[src/rtl/freq_scan_count.sv]
// freq_scan_count
//   Multi-channel frequency counter core in the refclk domain. An internal
//   sequencer visits the NF channels round-robin. For each channel it lets
//   the pipeline settle for 3 cycles, then accumulates Gray-count deltas for
//   gate_len cycles with saturation, then stores the result.
//
// Ports
//   refclk      sole clock
//   rst         synchronous, active-high reset
//   gray_in     NF Gray counts, already in refclk; channel k at [k*gw +: gw]
//   gate_len    refclk cycles per gate; 0 parks the sequencer in IDLE
//   addr        readback address
//   frequency   stored result for addr (1-cycle latency)
//   freq_valid  entry at addr written since reset
//   freq_ovf    entry at addr saturated during its gate
//   cur_chan    channel currently being measured
//   sweep_done  one-cycle pulse after channel NF-1 is stored
module freq_scan_count #(
    parameter int NF = 8,
    parameter int NA = 3,
    parameter int gw = 4,
    parameter int rw = 24,
    parameter int uw = 28
) (
    input  logic             refclk,
    input  logic             rst,
    input  logic [NF*gw-1:0] gray_in,
    input  logic [rw-1:0]    gate_len,
    input  logic [NA-1:0]    addr,
    output logic [uw-1:0]    frequency,
    output logic             freq_valid,
    output logic             freq_ovf,
    output logic [NA-1:0]    cur_chan,
    output logic             sweep_done
);

    typedef enum logic [1:0] {
        SETTLE,
        COUNT,
        STORE,
        IDLE
    } state_t;

    state_t        state, state_nxt;
    logic [rw-1:0] phase, phase_nxt;
    logic [rw-1:0] gate_r, gate_nxt;
    logic [NA-1:0] chan_nxt;
    logic [NA-1:0] chan_inc;

    // datapath
    logic [gw-1:0] g1, b2, b3, d3;
    logic [uw-1:0] accum;
    logic          ovf_acc;
    logic [uw:0]   sum;

    // result storage
    logic [uw-1:0] mem [NF];
    logic [NF-1:0] valid;
    logic [NF-1:0] ovf;

    function automatic logic [gw-1:0] g2b(input logic [gw-1:0] g);
        logic [gw-1:0] b;
        b[gw-1] = g[gw-1];
        for (int unsigned i = gw - 1; i > 0; i--) begin
            b[i-1] = b[i] ^ g[i-1];
        end
        return b;
    endfunction

    // ------------------------------------------------------------------
    // Sequencer
    // ------------------------------------------------------------------
    always_ff @(posedge refclk) begin
        if (rst) begin
            state    <= SETTLE;
            phase    <= '0;
            gate_r   <= '0;
            cur_chan <= '0;
        end else begin
            state    <= state_nxt;
            phase    <= phase_nxt;
            gate_r   <= gate_nxt;
            cur_chan <= chan_nxt;
        end
    end

    always_comb begin
        state_nxt = state;
        phase_nxt = phase;
        gate_nxt  = gate_r;
        chan_nxt  = cur_chan;
        chan_inc  = (cur_chan == NA'(NF - 1)) ? '0 : cur_chan + 1'b1;
        case (state)
            SETTLE: begin
                if (phase == rw'(2)) begin
                    phase_nxt = '0;
                    if (gate_len == '0) begin
                        state_nxt = IDLE;
                    end else begin
                        state_nxt = COUNT;
                        gate_nxt  = gate_len;
                    end
                end else begin
                    phase_nxt = phase + 1'b1;
                end
            end
            COUNT: begin
                if (phase == gate_r - 1'b1) begin
                    phase_nxt = '0;
                    state_nxt = STORE;
                end else begin
                    phase_nxt = phase + 1'b1;
                end
            end
            STORE: begin
                state_nxt = SETTLE;
                chan_nxt  = chan_inc;
            end
            IDLE: begin
                if (gate_len != '0) begin
                    state_nxt = SETTLE;
                    phase_nxt = '0;
                end
            end
            default: state_nxt = SETTLE;
        endcase
    end

    // ------------------------------------------------------------------
    // Datapath: select -> gray-to-binary -> delta
    // The delta is taken combinationally at the stage-3 input (b2 - b3), so
    // that after the 3 settle cycles every accumulated delta comes from two
    // samples of the current channel, including the first gate after reset.
    // ------------------------------------------------------------------
    always_ff @(posedge refclk) begin
        if (rst) begin
            g1 <= '0;
            b2 <= '0;
            b3 <= '0;
        end else begin
            g1 <= gray_in[int'(cur_chan)*gw +: gw];
            b2 <= g2b(g1);
            b3 <= b2;
        end
    end

    assign d3  = b2 - b3;
    assign sum = {1'b0, accum} + {{(uw + 1 - gw){1'b0}}, d3};

    always_ff @(posedge refclk) begin
        if (rst) begin
            accum   <= '0;
            ovf_acc <= 1'b0;
        end else if (state == COUNT) begin
            if (sum[uw]) begin
                accum   <= '1;
                ovf_acc <= 1'b1;
            end else begin
                accum <= sum[uw-1:0];
            end
        end else begin
            accum   <= '0;
            ovf_acc <= 1'b0;
        end
    end

    // ------------------------------------------------------------------
    // Result storage and readback
    // ------------------------------------------------------------------
    always_ff @(posedge refclk) begin
        if (!rst && state == STORE) begin
            mem[cur_chan] <= accum;
        end
    end

    always_ff @(posedge refclk) begin
        if (rst) begin
            valid      <= '0;
            ovf        <= '0;
            sweep_done <= 1'b0;
        end else begin
            sweep_done <= (state == STORE) && (cur_chan == NA'(NF - 1));
            if (state == STORE) begin
                valid[cur_chan] <= 1'b1;
                ovf[cur_chan]   <= ovf_acc;
            end
        end
    end

    // Unwritten entries read as 0 so undefined RAM contents never escape.
    always_ff @(posedge refclk) begin
        if (rst) begin
            frequency  <= '0;
            freq_valid <= 1'b0;
            freq_ovf   <= 1'b0;
        end else if (int'(addr) < NF) begin
            frequency  <= valid[addr] ? mem[addr] : '0;
            freq_valid <= valid[addr];
            freq_ovf   <= ovf[addr];
        end else begin
            frequency  <= '0;
            freq_valid <= 1'b0;
            freq_ovf   <= 1'b0;
        end
    end

endmodule

[config.mk]
export PLATFORM = sky130hd
export DESIGN_NAME = freq_scan_count
export DESIGN_NICKNAME = d
export VERILOG_FILES = /design/src/rtl/freq_scan_count.sv
export SDC_FILE = /design/constraint.sdc
export NUM_CORES = 1
export LEC_CHECK = 0
export ABC_AREA = 1
export BUFFER_PORTS_ARGS = -buffer_cell sky130_fd_sc_hd__buf_2
export CELL_PAD_IN_SITES_DETAIL_PLACEMENT = 2
export CELL_PAD_IN_SITES_GLOBAL_PLACEMENT = 2
export CORE_ASPECT_RATIO = 1.75
export CORE_UTILIZATION = 37
export CTS_CLUSTER_DIAMETER = 30
export DETAILED_ROUTE_END_ITERATION = 10
export GPL_TIMING_DRIVEN = 0
export HOLD_SLACK_MARGIN = 0.1
export PLACE_DENSITY = 0.86
export SKIP_LAST_GASP = 1
export SYNTH_ARGS = -nofsm -noshare
export SYNTH_HDL_FRONTEND = slang
export SYNTH_SLANG_ARGS = --single-unit
[constraint.sdc]
create_clock -name refclk -period 4 [get_ports refclk]
set_input_delay 1 -clock refclk [delete_from_list [all_inputs] [get_ports refclk]]
set_output_delay 1 -clock refclk [all_outputs]
set_load 0.02 [all_outputs]
Word-level counts from Yosys, hierarchy flattened. Memory sizes are Yosys's and may differ from the RTL's. A register that Yosys moved wholly into a read port is not among the register bits. Cells that the tools add are included.

Register bits after elaboration: 113. Memory bits (writable): 224. Bits of input ports: 61. Output and inout bits: 34. Word-level logic and storage cells: 73. Memories: 1.

$add $sub $neg: 5. Order comparisons: 3. Equality and inequality tests: 9. Shift-type cells: 1. Mux-type cells: 20. Bitwise gates (word level): 7. Reduce and logical (&&, ||, !) cells: 13.

Memory list: mem (depth 8, width 28, rd ports 1, clocked after memory_dff 1, write ports 1, RTL line 57) `logic [uw-1:0] mem [NF];`.

Operators with widths (number): $mux W24 (3); $pmux W24 S3 (1); $shiftx A32 B6 Y4 (1); $add A28 B4 Y29 (1); $mux W28 (1); $add A24 B1 Y24 const B (1); $eq A24 B2 Y1 const B (1); $eq A24 B24 Y1 (1); $logic_not A24 Y1 (1); $reduce_bool A24 Y1 (1); $sub A24 B1 Y24 const B (1); $bwmux W8 (1); $lt A3 B4 Y1 const B (2); $mux W2 (4); $or A8 B8 Y8 (1); $pmux W2 S4 (1); $bmux W1 S3 (2); $ne A2 B2 Y1 const B (3); $reduce_and A3 Y1 (2); $mux W1 (5); $eq A2 B2 Y1 const B (2); $reduce_or A2 Y1 (2); $sub A4 B4 Y4 (1); $add A3 B1 Y3 const B (1); other kinds (12) (18).

Depth between registers and ports, before layout. Gate-level depths: netlist of run 1.

Word-level depth: 5. Gate-level depth with buffers: 20. Mapped depth without buffers: 19.

Worst setup path after synthesis of run 1. OpenSTA, ideal clock, no wires.

Path type: input to register. Start point: input rst. End point: memory mem[2][0], enable pin. Library setup time: 448 ps. Arrival: 3180 ps. Required time: 3552 ps. Setup slack: 372 ps. Cell stages on the path: 2. Buffers on the path: 1. Cells stage by stage: clkbuf_1 -> nor3_1.

Longest elaborated chain between the ends: 4.

Ends and longest elaborated chain: start, declared (RTL line 26) `input logic rst,`; $logic_not A1 Y1 (RTL line 171) `if (!rst && state == STORE) begin`; $logic_and A1 B1 Y1 (RTL line 171); $mux W1 (RTL line 171); $mux W1 (not written as such) (RTL line 172) `mem[cur_chan] <= accum;`; end, declared (RTL line 57).

Every way passes these cells.

Worst setup path in the final report of run 1.
Start point: register b2[0]. End point: register accum[23].

Longest elaborated chain between the ends: 3.

Ends and longest elaborated chain: start, declared (RTL line 51) `logic [gw-1:0] g1, b2, b3, d3;`; start signal, assigned (RTL line 142) `b2 <= g2b(g1);`; $sub A4 B4 Y4 (RTL line 147) `assign d3 = b2 - b3;`; $add A28 B4 Y29 (RTL line 148) `assign sum = {1'b0, accum} + {{(uw + 1 - gw){1'b0}}, d3};`; $mux W28 (RTL line 155) `if (sum[uw]) begin`; end signal, assigned (RTL line 159) `accum <= sum[uw-1:0];`; end, declared (RTL line 52) `logic [uw-1:0] accum;`.

Every way passes these cells. A chain may end at the register's enable or synchronous reset.

==> summary.txt, run 1 <==
Placement
  • Placed cell count: 2287
  • DP Wirelength: 41.9 mm
  • Gpl congestion: 0.851
  • PortBufs: 93
  • Placed instance area: 0.0170 mm2

STA
  • Worst relative slew slack: 0.268
  • RSZ-0062 raised after global routing: no
  • Fin crit share: 0.946
  • Final setup fails: 0
  • Highest clock rate: 0.264 GHz
  • Final-report hold violation count: 0
  • Layout Skew: 0.0334 ns
  • Slew @ Worst Pin: about 1.1 ns
  • Final Critical Period: approximately 3.8 ns
  • Max Slew Vio Count: 0
  • Final setup TNS: 0 ns

Floorplan
  • Io pins: between 90 and 100
  • Starting Density: 0.375
  • Num rows: 99
  • Area of the core: 0.0416 mm2
  • Die H: around 270 um
  • Die area: 0.0430 mm2
  • Die X: roughly 160 um

Finish
  • Final Non-Filler Cells: 2403
  • Fill count: roughly 4300
  • Most frequent cells in the layout: 298 x nor2_1, 224 x edfxtp_1, 211 x nand2_1
  • Share of cells above drive strength 1: 0.142
  • FF+latch area: 0.00955 mm2
  • Area grow syn2layout: 22.8%
  • Post-Layout Inst Area: about 0.019 mm2
  • Commonest non-fill, non-tap cell in the layout: nor2_1
  • Final #Nets: 1870
  • Multi-input logic area: around 0.0053 mm2

Global routing
  • Initial antenna violation count: 1
  • Vias in the first global route: 16100
  • Grt ovf: 0
  • Global-route wire length before repair: 100 mm
  • Total track usage: 0.316
  • Largest net degree at the start of global routing: 24

Pwr
  • VDD IR max: 468 uV
  • Switch Pwr: 0.00396 W
  • Power density cells: 636 mW/mm2
  • Leakage Power: 7.40 nW
  • Clock power share: 0.452
  • Switch share: 0.325
  • Reg power frac: 0.349
  • P_int: 0.00822 W
  • Comb pwr share: 0.200

Yosys
  • Post-synth EDFFs: 224
  • Area fraction of the dominant cell type after synthesis: 0.431
  • Warnings, synthesis: 0
  • Primary FF master, synth: edfxtp_1
  • Synth area leaders: edfxtp_1 43%, dfxtp_1 18%, nor2_1 7.3%
  • Cell area after synthesis: about 0.016 mm2
  • Post-synth cell types: 42
  • Ys async rst share: 0
  • Syn avg cell area: 9.58 um2
  • Leading area contributor after synthesis: edfxtp_1
  • Syn Inst Count: 1627
  • Register bit total from synthesis: roughly 370
  • Register area share after synthesis: 0.612
  • Synth Net Count: between 1500 and 2000

Detailed routing
  • Post-DRT Antenna Nets: 0
  • Remaining DRCs: 0
  • Via-per-instance ratio: 5.71
  • Post-Route WL: 65.9 mm
  • Routed WL per cell: 27.4 um
  • Number of DRC markers in iteration 0: 723
  • DR vias: ~14000
  • DRT Pass-1 Iters: 5

Clocking
  • Number of H-tree levels: 2
  • Root Buffer: clkbuf_16
  • Post-CTS Resized: 0
  • Max clock buf depth: 3
  • Clock sinks: around 370
  • Later-pin clock latency in the skew report: approximately 0.63 ns
  • Worst-path clk slew: 0.06 ns
  • Hold buffers post-CTS: 0
  • Num CTS Buffers: between 60 and 70
  • Post-CTS Repair Setup Buffers: 0
  • CTS tree: yes

Worst hold path
  • Hold path depth: 2
  • Min-delay worst type: reg -> reg
  • Hold_sp: b2[3]$_SDFF_PP0_

Setup path
  • Critical path class: reg -> reg
  • Reg2reg path depth: 19
  • Worst Path Max Fanout: 5
  • Crit. Startpoint: b2[0]$_SDFF_PP0_
  • CP Launch Type: register
  • Worst EP arrival: 4.31 ns
  • CP endpoint kind: register
  • FF-to-FF Start: b2[0]$_SDFF_PP0_
  • Critical path required time: 4.52 ns

Outcome
  • Outcome: finished clean

Flow run
  • Maxcap violations: 0
## power groups by stage
stage | Combinational (W) | Sequential [W] | Clock [W]
floorplan | 0.00157 | 0.00428 | 0
global placement | 0.00221 | 0.00431 | 0
detailed placement | 0.00236 | 0.00431 | 0
CTS | 0.00244 | 0.00425 | 0.00553
global route | 0.00269 | 0.00426 | 0.00566
finish | 0.00243 | 0.00425 | 0.00550
## Yosys cell counts, types with 6 or more instances
cell type  number
nor2_1        304
edfxtp_1      224
nand2_1       211
o21ai_0       197
dfxtp_1       141
inv_1         125
a21oi_1        70
o22ai_1        59
clkbuf_1       55
nand3_1        42
xor2_1         36
nor3_1         24
nand4_1        23
xnor2_1        14
ha_1           12
inv_2          10
o21a_1          9
nand2_2         8
nor4_1          8
nor2_2          6
o31ai_1         6
## cell type report
cell class                      instances  area share
Multi-Input combinational cell       1059       0.277
Timing Repair Buffer                  105      0.0355
Clock buffer                           72      0.0845
Antenna cell                            1    0.000131
Tap cell                              555      0.0363
Buffer                                 68      0.0152
Sequential cell                       365       0.499
Inverter                              135      0.0265
Clock inverter                         43      0.0267
## worst max-delay path: stages (launching register included)
cell,delay [ns]
dfxtp_1,0.30
inv_1,0.08
ha_1,0.18
inv_1,0.08
fa_1,0.41
xor2_1,0.19
ha_1,0.39
nand3_1,0.11
nand2_1,0.12
nand2_1,0.07
nand2_1,0.22
nand4_1,0.25
inv_2,0.19
nand2_1,0.11
nor2_2,0.26
nand3_1,0.21
a21oi_1,0.20
o21ai_0,0.14
nand2_1,0.12
inv_1,0.06
## cells by family after synthesis
kind of cell | Yosys count | synth area share
simple gates | 640 | 0.173
flops | 365 | 0.612
compound gates | 355 | 0.123
buf+inv | 203 | 0.0512
xor+xnor | 50 | 0.0281
fa+ha+maj | 14 | 0.0122
## path summary, 6_finish.rpt
check / endpoint / slack, ns
min reg2reg: b3[3]$_SDFF_PP0_ / 0.45
min: b3[3]$_SDFF_PP0_ / 0.45
max reg2reg: accum[23]$_SDFF_PP0_ / 0.21
max: accum[23]$_SDFF_PP0_ / 0.21
## metal layers
metal,GRT usage,wire length [um],vias to the layer above,part of all wire
li1,-,-,5919,-
met4,0.223,4680,2,0.071
met1,0.309,22400,7000,0.34
met5,0,11,-,0.00017
met3,0.0481,2670,283,0.040
met2,0.596,36100,509,0.55
## state kept, by name, summed over array words and instances (netlist names), 8 cells and up
register	count
ovf	8
frequency	28
valid	8
phase	24
mem	224
gate_r	24
accum	28
## stage by stage
step                hold WS (ns)  utilization  setup WS, ns  total power (W)
global route               0.471        0.460         0.103           0.0126
floorplan                  0.407            -         0.372          0.00586
detailed placement         0.441        0.409         0.553          0.00667
finish                     0.454        0.460         0.215           0.0122
CTS                        0.463        0.460         0.247           0.0122
global placement           0.422        0.402         -1.90          0.00652
Power figures use the tool's default switching activity.
==> run 2, diff against run 1 <==
Settings changed: CORE_MARGIN from default to 2, CORE_UTILIZATION 37 to 39, PLACE_DENSITY 0.86 to 0.89.
==> summary.txt, run 2 (synthesis gave the netlist of run 1 again) <==
Clocking
  • Post-CTS Repair Setup Buffers: 0
  • Max clock buf depth: 3
  • CTS tree: yes
  • Post-CTS Resized: 0
  • Later-pin clock latency in the skew report: 0.63 ns
  • Clock sinks: 365
  • Root Buffer: clkbuf_16
  • Number of H-tree levels: 2
  • Worst-path clk slew: 0.06 ns
  • Num CTS Buffers: 61
  • Hold buffers post-CTS: 0

Pwr
  • VDD IR max: 659 uV
  • Switch Pwr: roughly 0.0043 W
  • Comb pwr share: 0.204
  • Total power: 0.0125 W
  • Clock power share: 0.457
  • Switch share: 0.340
  • Power density cells: 655 mW/mm2
  • P_int: 0.00827 W
  • Reg power frac: 0.339
  • Leakage Power: about 7.4 nW

Setup path
  • Reg2reg path depth: 17
  • Worst EP arrival: 4.36 ns
  • Critical path required time: 4.56 ns
  • FF-to-FF Start: b2[0]$_SDFF_PP0_
  • CP Launch Type: register
  • R2r setup slk: 0.20 ns
  • Worst Path Max Fanout: 10
  • CP endpoint kind: register
  • RR Endpoint: accum[20]$_SDFF_PP0_
  • Critical path class: reg -> reg

STA
  • Max Slew Vio Count: 0
  • Worst relative slew slack: 0.304
  • Final-report hold violation count: 0
  • Worst Setup Slack, final: 0.196 ns
  • Final Critical Period: 3.80 ns
  • Highest clock rate: 0.263 GHz
  • Slew @ Worst Pin: 1.04 ns
  • Final setup fails: 0
  • RSZ-0062 raised after global routing: no
  • Layout Skew: 0.0317 ns
  • Fin crit share: 0.951

Detailed routing
  • Via-per-instance ratio: 6.09
  • Remaining DRCs: 0
  • Post-DRT Antenna Nets: 0
  • DR vias: 14200
  • Routed WL per cell: 30.2 um
  • DRT Pass-1 Iters: 7
  • Post-Route WL: 70.5 mm
  • Number of DRC markers in iteration 0: 986

Global routing
  • Initial antenna violation count: 1
  • Largest net degree at the start of global routing: 24
  • Total track usage: 0.340
  • Vias in the first global route: 16400
  • Gr busiest metal: met2
  • Grt ovf: 0
  • Grt met2 use: 0.619
  • Global-route wire length before repair: 104 mm
  • GR Util met3: 0.0567
  • Met1 global-route usage: 0.340

Floorplan
  • Num rows: 96
  • Die area: 0.0417 mm2
  • Starting Density: 0.397
  • Io pins: between 90 and 100
  • Die X: 155 um
  • Area of the core: 0.0393 mm2
  • Die H: approximately 270 um

Placement
  • PortBufs: between 90 and 100
  • Setup Slack @ Placement: 0.547 ns
  • DP Wirelength: 43.1 mm
  • Gpl congestion: 0.862

Worst hold path
  • Min-delay worst type: reg -> reg
  • Hold_sp: b2[2]$_SDFF_PP0_
  • Hold path depth: 2
  • Hold endpoint: b3[2]$_SDFF_PP0_

Finish
  • Area grow syn2layout: 22.8%
  • Fill count: about 4000
  • Biggest regs: mem: 224 flops, accum: 28 flops, frequency: 28 flops
  • Final #Nets: 1870
  • Commonest non-fill, non-tap cell in the layout: nor2_1
  • Most frequent cells in the layout: 298 x nor2_1, 224 x edfxtp_1, 211 x nand2_1
  • Max reg flops: 224
  • Share of cells above drive strength 1: 0.144
  • Biggest register: mem

Flow run
  • Maxcap violations: 0

Outcome
  • Outcome: finished clean
==> run 2: worst max-delay path, stage by stage, from the launching register on <==
cell	delay, ns
dfxtp_1	0.32
inv_1	0.12
ha_1	0.20
inv_1	0.08
fa_1	0.41
xor2_1	0.19
ha_1	0.38
nand3_1	0.12
nand3_2	0.17
nand2_2	0.14
nor2_2	0.23
nand2_2	0.14
nor3_4	0.24
nand2_2	0.14
nor2_4	0.27
buf_4	0.30
o21ai_0	0.18
inv_1	0.11
==> run 2: worst max-delay path by stage <==
stage | startpoint | endpoint | slack, ns | cells after the start
3_5_place_dp | b2[0]$_SDFF_PP0_ | accum[20]$_SDFF_PP0_ | 0.55 | 17
5_1_grt | b2[0]$_SDFF_PP0_ | accum[21]$_SDFF_PP0_ | 0.05 | 19
2_1_floorplan | rst | mem[2][0]$_DFFE_PP_ | 0.37 | 2
6_report | b2[0]$_SDFF_PP0_ | accum[20]$_SDFF_PP0_ | 0.20 | 17
3_3_place_gp | rst | mem[2][12]$_DFFE_PP_ | -1.98 | 3
4_1_cts | b2[0]$_SDFF_PP0_ | accum[19]$_SDFF_PP0_ | 0.23 | 18
==> run 2: layout make-up <==
type                       count  area (um2)  share of cell area
antenna                        1        2.50            0.000131
buffer                        68         292              0.0152
tap                          490         613              0.0320
inverter                     135         507              0.0265
clock buffer                  72        1620              0.0845
timing repair buffer         105         691              0.0361
sequential                   365        9550               0.499
multi-input combinational   1059        5300               0.277
clock inverter                44         577              0.0301
==> run 2: per-layer routing <==
metal  routed length [um]  vias to the layer above
li1                     -                     5921
met3                 3910                      342
met2                37200                      727
met1                23700                     7244
met5                    0                        -
met4                 5740                        0
==> run 2: through the flow <==
stage / utilization / setup TNS [ns] / cells / hold WS (ns) / area [um2]
floorplan: - / 0 / 1627 / 0.407 / 15600
global placement: 0.424 / -159.78 / 2210 / 0.419 / 16700
CTS: 0.487 / 0 / 2338 / 0.456 / 19100
global route: 0.487 / 0 / 2339 / 0.463 / 19100
finish: 0.487 / 0 / 2339 / 0.455 / 19100
detailed placement: 0.432 / 0 / 2222 / 0.445 / 17000
==> run 2: power by group through the flow <==
stage	sequential (W)	combinational (W)	clock, W
detailed placement	0.00431	0.00237	0
floorplan	0.00428	0.00157	0
global route	0.00426	0.00278	0.00588
finish	0.00425	0.00256	0.00573
global placement	0.00430	0.00220	0
CTS	0.00425	0.00254	0.00575
==> run 3, diff against run 2 <==
Settings changed: CORE_ASPECT_RATIO 1.75 to default, RECOVER_POWER from default to 50.
==> summary.txt, run 3 (synthesis gave the netlist of run 1 again) <==
Global routing
  • Largest net degree at the start of global routing: 29
  • Grt ovf: 0
  • Initial antenna violation count: 0
  • Vias in the first global route: 16600
  • Global-route wire length before repair: 111 mm
  • Total track usage: 0.363

Floorplan
  • Starting Density: 0.393
  • Io pins: between 90 and 100
  • Die X: just over 200 um
  • Area of the core: 0.0396 mm2
  • Die H: ~200 um
  • Die area: 0.0416 mm2
  • Num rows: 73

Clocking
  • Worst-path clk slew: around 0.050 ns
  • CTS tree: yes
  • Clock sinks: 365
  • Number of H-tree levels: 3
  • Num CTS Buffers: 85
  • Max clock buf depth: 3
  • Later-pin clock latency in the skew report: 0.66 ns
  • Root Buffer: clkbuf_16
  • Hold buffers post-CTS: 0

STA
  • Worst relative slew slack: -0.463
  • Final setup TNS: 0 ns
  • Slew @ Worst Pin: 2.19 ns
  • Max Slew Vio Count: 21
  • RSZ-0062 raised after global routing: no
  • Layout Skew: 0.0476 ns
  • Final setup fails: 0
  • Final-report hold violation count: 0
  • Final Critical Period: 3.80 ns
  • Highest clock rate: ~0.26 GHz
  • Fin crit share: 0.950

Pwr
  • Switch share: 0.318
  • Comb pwr share: 0.175
  • P_int: 0.0100 W
  • VDD IR max: 480 uV
  • Leakage Power: 7.74 nW
  • Clock power share: 0.535
  • Reg power frac: 0.290
  • Switch Pwr: 0.00468 W
  • Power density cells: between 700 and 800 mW/mm2

Detailed routing
  • DR vias: 14400
  • Via-per-instance ratio: 5.98
  • Number of DRC markers in iteration 0: 1390
  • Routed WL per cell: 30.9 um
  • Remaining DRCs: 0
  • Post-DRT Antenna Nets: 0
  • Post-Route WL: 74.6 mm
  • DRT Pass-1 Iters: 5

Finish
  • Multi-input logic area: 0.00529 mm2
  • Final #Nets: 1893
  • Fill count: 4086
  • Inserted Diodes: 0
  • Biggest register: mem
  • Max reg flops: 224
  • Biggest regs: mem: 224 flops, accum: 28 flops, frequency: 28 flops
  • FF+latch area: 0.00955 mm2
  • Commonest non-fill, non-tap cell in the layout: nor2_1
  • Most frequent cells in the layout: 299 x nor2_1, 224 x edfxtp_1, 211 x nand2_1
  • Share of cells above drive strength 1: 0.139
  • Post-Layout Inst Area: 0.0201 mm2
  • Area grow syn2layout: 28.8%

Placement
  • Placed instance area: 0.0170 mm2
  • PortBufs: 93
  • DP Wirelength: 40.8 mm
  • Gpl congestion: approximately 0.84

Flow run
  • Maxcap violations: 2

Setup path
  • Critical path class: reg -> reg
  • Worst Path Max Fanout: 10
  • CP Launch Type: register
  • Worst EP arrival: approximately 4.4 ns
  • Critical path required time: between 4 and 5 ns
  • CP endpoint kind: register

Outcome
  • Outcome: complete, but fails checks
  • Failing checks: max-capacitance violations, max-slew violations

Worst hold path
  • Min-delay worst type: reg -> reg
## run 3: repair_timing
| item | 4_1_cts | 5_1_grt |
|---|---|---|
| endpoints found under the setup margin | 0 | 1 |
| buffers inserted | 0 | 0 |
| resized for setup | 0 | 3 |
## run 3: per-stage QoR
| step | hold slack (ns) | utilization | power (W) | instances | setup WS (ns) |
|---|---|---|---|---|---|
| final | 0.475 | 0.506 | 0.0147 | 2415 | 0.201 |
| after global routing | 0.490 | 0.506 | 0.0151 | 2415 | 0.0297 |
| after CTS | 0.472 | 0.508 | 0.0147 | 2415 | 0.0969 |
| after detailed placement | 0.447 | 0.428 | 0.00657 | 2256 | 0.480 |
| after global placement | 0.416 | 0.422 | 0.00640 | 2245 | -2.19 |
| after floorplan | 0.407 | - | 0.00586 | 1627 | 0.372 |
## run 3: power groups by stage
stage	clock network [W]	logic, W	registers [W]
5_1_grt	0.00804	0.00279	0.00428
2_1_floorplan	0	0.00157	0.00428
3_3_place_gp	0	0.00210	0.00430
4_1_cts	0.00787	0.00254	0.00427
6_report	0.00788	0.00257	0.00427
3_5_place_dp	0	0.00225	0.00431
## run 3: worst paths after layout
check             cells after the start              endpoint             start  slack [ns]
setup / recovery                     19  accum[17]$_SDFF_PP0_  b2[0]$_SDFF_PP0_        0.20
hold / removal                        2      b3[0]$_SDFF_PP0_  b2[0]$_SDFF_PP0_        0.47
setup reg to reg                     19  accum[17]$_SDFF_PP0_  b2[0]$_SDFF_PP0_        0.20
hold reg to reg                       2      b3[0]$_SDFF_PP0_  b2[0]$_SDFF_PP0_        0.47
## run 3: per-layer routing
| layer | wire (um) | vias to the layer above | share of wire | GRT usage |
|---|---|---|---|---|
| met4 | 4050 | 0 | 0.054 | 0.198 |
| li1 | - | 5979 | - | - |
| met5 | 0 | - | 0 | 0 |
| met2 | 36800 | 777 | 0.49 | 0.617 |
| met1 | 28700 | 7379 | 0.38 | 0.424 |
| met3 | 5040 | 302 | 0.068 | 0.0858 |
## run 3: layout make-up
type | instances | area share
buffer | 68 | 0.0145
clock buffer | 98 | 0.113
multi-input combinational | 1059 | 0.264
clock inverter | 61 | 0.0442
inverter | 135 | 0.0252
timing repair buffer | 104 | 0.0310
tap | 525 | 0.0327
sequential | 365 | 0.476
## run 3: worst max-delay path, cell delays in order (launching register included)
cell and delay, ns:
dfxtp_1 0.29, inv_1 0.09, ha_1 0.19, inv_1 0.10
fa_1 0.40, xor2_1 0.20, ha_1 0.40, nand3_1 0.13
nand3_2 0.14, nand2_2 0.11, nor2_2 0.24, nand2_2 0.14
nor3_4 0.27, nand2_2 0.16, nor2_4 0.27, inv_2 0.11
buf_6 0.18, nand3_1 0.15, nand2_1 0.09, inv_1 0.08
